<file path="src/rtl/des_pkg.sv">
// Shared DES key-schedule constants: PC1/PC2 tables (1-based, bit 1 = MSB),
// per-step rotation amounts, FSM state type and small permutation/rotate helpers.
package des_pkg;

  typedef enum logic {IDLE = 1'b0, ROUND = 1'b1} state_t;

  localparam int PC1_TAB [56] = '{
    57, 49, 41, 33, 25, 17,  9,
     1, 58, 50, 42, 34, 26, 18,
    10,  2, 59, 51, 43, 35, 27,
    19, 11,  3, 60, 52, 44, 36,
    63, 55, 47, 39, 31, 23, 15,
     7, 62, 54, 46, 38, 30, 22,
    14,  6, 61, 53, 45, 37, 29,
    21, 13,  5, 28, 20, 12,  4
  };

  localparam int PC2_TAB [48] = '{
    14, 17, 11, 24,  1,  5,
     3, 28, 15,  6, 21, 10,
    23, 19, 12,  4, 26,  8,
    16,  7, 27, 20, 13,  2,
    41, 52, 31, 37, 47, 55,
    30, 40, 51, 45, 33, 48,
    44, 49, 39, 56, 34, 53,
    46, 42, 50, 36, 29, 32
  };

  // Left shift applied for encrypt step n; right shift applied entering decrypt step n.
  localparam logic [1:0] ENC_SHIFT [16] = '{
    2'd1, 2'd1, 2'd2, 2'd2, 2'd2, 2'd2, 2'd2, 2'd2,
    2'd1, 2'd2, 2'd2, 2'd2, 2'd2, 2'd2, 2'd2, 2'd1
  };
  localparam logic [1:0] DEC_SHIFT [16] = '{
    2'd0, 2'd1, 2'd2, 2'd2, 2'd2, 2'd2, 2'd2, 2'd2,
    2'd1, 2'd2, 2'd2, 2'd2, 2'd2, 2'd2, 2'd2, 2'd1
  };

  // DES bit b (1 = MSB) of the 64-bit key sits at key[64-b]; parity bits are never selected.
  function automatic logic [55:0] pc1(input logic [63:0] key);
    logic [55:0] r;
    r = '0;
    for (int i = 0; i < 56; i++) r[55-i] = key[64-PC1_TAB[i]];
    return r;
  endfunction

  function automatic logic [27:0] rotl28(input logic [27:0] x, input logic [1:0] n);
    case (n)
      2'd1:    return {x[26:0], x[27]};
      2'd2:    return {x[25:0], x[27:26]};
      default: return x;
    endcase
  endfunction

  function automatic logic [27:0] rotr28(input logic [27:0] x, input logic [1:0] n);
    case (n)
      2'd1:    return {x[0], x[27:1]};
      2'd2:    return {x[1:0], x[27:2]};
      default: return x;
    endcase
  endfunction

endpackage

</file>
<file path="src/rtl/des_pc2.sv">
// Combinational PC2 compression of the 56-bit {C,D} register into a 48-bit round subkey.
module des_pc2
  import des_pkg::*;
(
  input  logic [55:0] cd_i,
  output logic [47:0] subkey_o
);

  always_comb begin
    subkey_o = '0;
    for (int i = 0; i < 48; i++) subkey_o[47-i] = cd_i[56-PC2_TAB[i]];
  end

endmodule

</file>
<file path="src/rtl/des_key_schedule.sv">
// Iterative DES key schedule: one 48-bit subkey per accepted handshake, encrypt
// (K1..K16) or decrypt (K16..K1) order from a single key load; done pulses after K-last.
module des_key_schedule
  import des_pkg::*;
#(
  parameter bit AUTO_ADVANCE = 1'b0
) (
  input  logic        clk,
  input  logic        rst,
  input  logic [63:0] key_in,
  input  logic        decrypt,
  input  logic        start,
  input  logic        subkey_ready,
  output logic [47:0] subkey,
  output logic [3:0]  round_no,
  output logic        subkey_valid,
  output logic        busy,
  output logic        done
);

  state_t      state_q;
  logic [27:0] c_q, d_q, c_d, d_d;
  logic [3:0]  round_q;
  logic [3:0]  step_nxt;
  logic        dir_q;
  logic        done_q;
  logic        accept;
  logic [55:0] cd_pc1;

  assign cd_pc1       = pc1(key_in);
  assign step_nxt     = round_q + 4'd1;
  assign subkey_valid = (state_q == ROUND);
  assign busy         = (state_q == ROUND);
  assign accept       = subkey_valid & (subkey_ready | AUTO_ADVANCE);
  assign round_no     = round_q;
  assign done         = done_q;

  // In IDLE this is the load value; in ROUND it is the rotation into the next step.
  always_comb begin
    c_d = c_q;
    d_d = d_q;
    if (state_q == IDLE) begin
      if (decrypt) begin
        c_d = cd_pc1[55:28];
        d_d = cd_pc1[27:0];
      end else begin
        c_d = rotl28(cd_pc1[55:28], ENC_SHIFT[0]);
        d_d = rotl28(cd_pc1[27:0],  ENC_SHIFT[0]);
      end
    end else if (dir_q) begin
      c_d = rotr28(c_q, DEC_SHIFT[step_nxt]);
      d_d = rotr28(d_q, DEC_SHIFT[step_nxt]);
    end else begin
      c_d = rotl28(c_q, ENC_SHIFT[step_nxt]);
      d_d = rotl28(d_q, ENC_SHIFT[step_nxt]);
    end
  end

  always_ff @(posedge clk or posedge rst) begin
    if (rst) begin
      state_q <= IDLE;
      c_q     <= '0;
      d_q     <= '0;
      round_q <= '0;
      dir_q   <= 1'b0;
      done_q  <= 1'b0;
    end else begin
      done_q <= 1'b0;
      case (state_q)
        IDLE: begin
          if (start) begin
            dir_q   <= decrypt;
            c_q     <= c_d;
            d_q     <= d_d;
            round_q <= 4'd0;
            state_q <= ROUND;
          end
        end
        ROUND: begin
          if (accept) begin
            if (round_q == 4'd15) begin
              state_q <= IDLE;
              done_q  <= 1'b1;
            end else begin
              round_q <= step_nxt;
              c_q     <= c_d;
              d_q     <= d_d;
            end
          end
        end
        default: state_q <= IDLE;
      endcase
    end
  end

  des_pc2 u_pc2 (
    .cd_i     ({c_q, d_q}),
    .subkey_o (subkey)
  );

endmodule
</file>
<file path="config.mk">
export PLATFORM = sky130hd
export DESIGN_NAME = des_key_schedule
export DESIGN_NICKNAME = d
export VERILOG_FILES = /design/src/rtl/des_pkg.sv /design/src/rtl/des_pc2.sv /design/src/rtl/des_key_schedule.sv
export SDC_FILE = /design/constraint.sdc
export NUM_CORES = 1
export LEC_CHECK = 0
export BUFFER_PORTS_ARGS = -buffer_cell sky130_fd_sc_hd__buf_2
export CORE_ASPECT_RATIO = 0.9
export CORE_UTILIZATION = 40
export CTS_BUF_LIST = sky130_fd_sc_hd__clkbuf_2 sky130_fd_sc_hd__clkbuf_4 sky130_fd_sc_hd__clkbuf_8
export CTS_CLUSTER_DIAMETER = 120
export DETAILED_ROUTE_END_ITERATION = 10
export GPL_ROUTABILITY_DRIVEN = 0
export PLACE_DENSITY = 0.73
export SYNTH_ARGS = -nofsm -noshare
export SYNTH_HDL_FRONTEND = slang
export SYNTH_SLANG_ARGS = --single-unit
</file>
<file path="constraint.sdc">
create_clock -name clk -period 3.9 [get_ports clk]
set_input_delay 0.78 -clock clk [delete_from_list [all_inputs] [get_ports clk]]
set_output_delay 0.78 -clock clk [all_outputs]
set_load 0.03 [all_outputs]
</file>
==> results.py <==
metrics = {
    "setup_path": {
        "path_max_fanout": 56,
        "r2r-end": "d_q[2]$_DFFE_PP0P_",
        "rr_startpoint": "round_no[1]$_DFFE_PP0P_",
        "crit_type": "flip-flop to flip-flop",
        "cp.arrival_ns": 3.76,
        "crit_required_ns": 4.14,
        "worstSetupStartpointType": "flip-flop",
        "end_kind": "flip-flop",
        "regToRegSetupSlack_ns": 0.38,
        "r2r_cells": 9,
    },
    "synth": {
        "yosysTopAreaCellShare_pct": 26.8,
        "yosys.cell_types.count": 28,
        "yosysTopAreaCell": "dfrtp_1",
        "syn_inst": 549,
        "syn_nets": 627,
        "ys_seq_area_share_pct": 26.8,
        "synth_area_leaders": "dfrtp_1, mux2_2, mux2_4",
        "ys_top_cells_by_count": "mux2_2, dfrtp_1, a31oi_1, mux2i_1, o22ai_1",
        "synth_most_common_cell": "mux2_2",
        "synth_seq_cells": 63,
        "syn_area_per_cell_um2": 10.7,
        "yosysWarnings": 0,
        "async_flop_share_pct": 100,
        "synth_ff_type": "dfrtp_1",
        "syn_area_um2": 5870,
        "synth_edf_count": 0,
    },
    "cts": {
        "root_buffer": "clkbuf_8",
        "cts_buffers": 9,
        "cts_tree": "done",
        "clk_pin_slew_worst_paths_ns": 0.07,
        "clockBufferDepth": 2,
        "post_cts_resized": 0,
        "ctsHoldBuffers": 0,
        "clock_latency_ns": 0.36,
        "cts_setup_buffers": 0,
        "cts_sinks": 63,
        "cts_max_level": 3,
    },
    "timing": {
        "slew_headroom_pct": 18.7,
        "fin_skew_ns": 0.00855,
        "fin_crit_sh_pct": 90.1,
        "setup_tns_ns": 0,
        "finalWorstPathRequiredPeriod_ns": 3.52,
        "clock.fmax_mhz": 284,
        "final_max_slew_viol_count": 0,
        "setup_viol": 0,
        "finalHoldViolCount": 0,
        "rsz0062_at_grt": "false",
        "tightest_slew_ns": 1.22,
    },
    "global_route": {
        "use_met3_pct": 4.27,
        "top_usage_layer": "met2",
        "antenna_found_initial": 0,
        "grt_overflow": 0,
        "grt_use_met2_pct": 31.0,
        "grt_pass1_wl_mm": 22.5,
        "met1_usage_pct": 24.9,
        "grt_max_degree": 66,
        "grt_use_total_pct": 18.9,
        "grt_pass1_vias": 4434,
    },
    "drt": {
        "num_vias": 4501,
        "firstDrtPassIters": 4,
        "dr.first_iter.drc_count": 220,
        "drt_wl_total_mm": 14.0,
        "drc_errors": 0,
        "wl_per_cell_um": 18.0,
        "via_per_inst": 5.77,
        "detail-route-antenna-nets": 0,
    },
    "cells_and_area": {
        "syn_to_final_growth_pct": 8.20,
        "nets": 661,
        "fill_cells": 1367,
        "drive_gt1_share_pct": 53.8,
        "n_antenna_cell": 0,
    },
    "floorplan": {
        "dieArea_um2": 15200,
        "start_util_pct": 41.5,
        "die_height_um": 117,
        "die_w_um": 130,
        "io_pins": 124,
        "rows": 41,
        "coreArea_um2": 14200,
    },
    "pwr": {
        "p_comb_share_pct": 73.3,
        "p_sw_share_pct": 44.7,
        "p_per_area_nw_per_um2": 1140,
        "switchingPower_w": 0.00325,
        "ir_drop_mv": 0.621,
        "internal-power_w": 0.00401,
        "seq_power_share_pct": 18.9,
        "clkPwrFrac_pct": 7.7,
        "p_total_w": 0.00726,
        "leakagePower_nw": 2.66,
    },
    "run_status": {
        "status": "complete, no violations",
    },
    "worst_hold_path": {
        "hold_path_class": "input port to async pin",
    },
    "place": {
        "port_buffers": 115,
        "dpl.hpwl_mm": 9.18,
    },
    "job": {
        "drv_cap": 0,
    },
}
-- flip-flops by register name, indices dropped and copies added, names as in the netlist --
signal and cells:
done 1, busy 1, d_q 28, c_q 28, dir_q 1, round_no 4
-- layout by cell type, fill, tap and decap left out, types with 3 or more instances in the layout --
master,Yosys,final
buf_2,25,115
nor2_1,6,6
dfrtp_1,63,61
mux2_2,129,129
nand3_1,3,3
mux2_4,40,40
buf_4,49,5
inv_1,4,3
o22ai_1,56,56
clkinv_2,0,4
mux2i_1,56,56
a21oi_1,3,3
buf_12,0,3
ha_1,9,7
clkbuf_8,0,9
o21ai_0,6,6
a31oi_1,58,58
nand2_1,6,6
-- area by class of cell --
class	instances	area [µm²]	share of cell area, %
Sequential cell	63	1580	24.9
Clock buffer	10	131	2.07
Multi-Input combinational cell	382	3660	57.6
Inverter	4	15.0	0.236
Clock inverter	5	50.0	0.788
Timing Repair Buffer	123	673	10.6
Tap cell	193	241	3.80
-- power groups by stage --
| stage | combinational, W | clock [W] | sequential (W) |
|---|---|---|---|
| after floorplan | 0.00480 | 0 | 0.00125 |
| final | 0.00533 | 0.000562 | 0.00137 |
| after detailed placement | 0.00531 | 0 | 0.00138 |
| after global placement | 0.00521 | 0 | 0.00135 |
| after CTS | 0.00533 | 0.000579 | 0.00137 |
| after global routing | 0.00571 | 0.000597 | 0.00143 |
-- worst max path at each step --
stage | startpoint | to | slack, ns | cells after the start
6_report | round_no[1]$_DFFE_PP0P_ | d_q[2]$_DFFE_PP0P_ | 0.38 | 9
5_1_grt | round_no[1]$_DFFE_PP0P_ | d_q[6]$_DFFE_PP0P_ | 0.16 | 9
3_3_place_gp | round_no[1]$_DFFE_PP0P_ | c_q[24]$_DFFE_PP0P_ | 0.53 | 9
3_5_place_dp | round_no[1]$_DFFE_PP0P_ | c_q[10]$_DFFE_PP0P_ | 0.39 | 9
4_1_cts | round_no[1]$_DFFE_PP0P_ | c_q[21]$_DFFE_PP0P_ | 0.38 | 9
2_1_floorplan | round_no[1]$_DFFE_PP0P_ | c_q[0]$_DFFE_PP0P_ | 0.77 | 13
-- per-stage QoR --
stage / instance area (µm²) / hold WS, ns / worst slack (ns) / std cells / utilization [%]
4_1_cts: 6350 / 0.586 / 0.384 / 780 / 44.9
2_1_floorplan: 5870 / 0.536 / 0.772 / 549 / -
6_report: 6350 / 0.593 / 0.385 / 780 / 44.9
3_3_place_gp: 6170 / 0.562 / 0.528 / 765 / 43.6
5_1_grt: 6350 / 0.615 / 0.158 / 780 / 44.9
3_5_place_dp: 6170 / 0.575 / 0.394 / 765 / 43.6
-- worst max-delay path, stage by stage, from the launching register on --
cell	delay (ns)
dfrtp_1	0.46
ha_1	0.32
xnor2_1	0.31
nand2b_1	0.15
a21oi_1	0.08
a31oi_1	0.44
ha_2	0.37
mux2_1	0.30
a21o_4	0.54
mux2_4	0.42
-- kinds of logic (layout without fill, tap and decap cells) --
family | count (synthesis) | in the layout | synth area share [%]
mux | 226 | 226 | 44.7
simple gates | 20 | 20 | 1.60
fa+ha+maj | 9 | 9 | 1.92
buf+inv | 104 | 142 | 11.2
flops | 63 | 63 | 26.8
compound gates | 125 | 125 | 13.4
xor+xnor | 2 | 2 | 0.298
-- layer usage --
metal,wire length (µm),vias to the layer above,part of all wire [%]
met4,145,0,1.0
met2,6650,121,47
met3,637,13,4.5
met1,6590,2252,47
li1,-,2115,-
met5,0,-,0
Power figures use the tool's default switching activity.
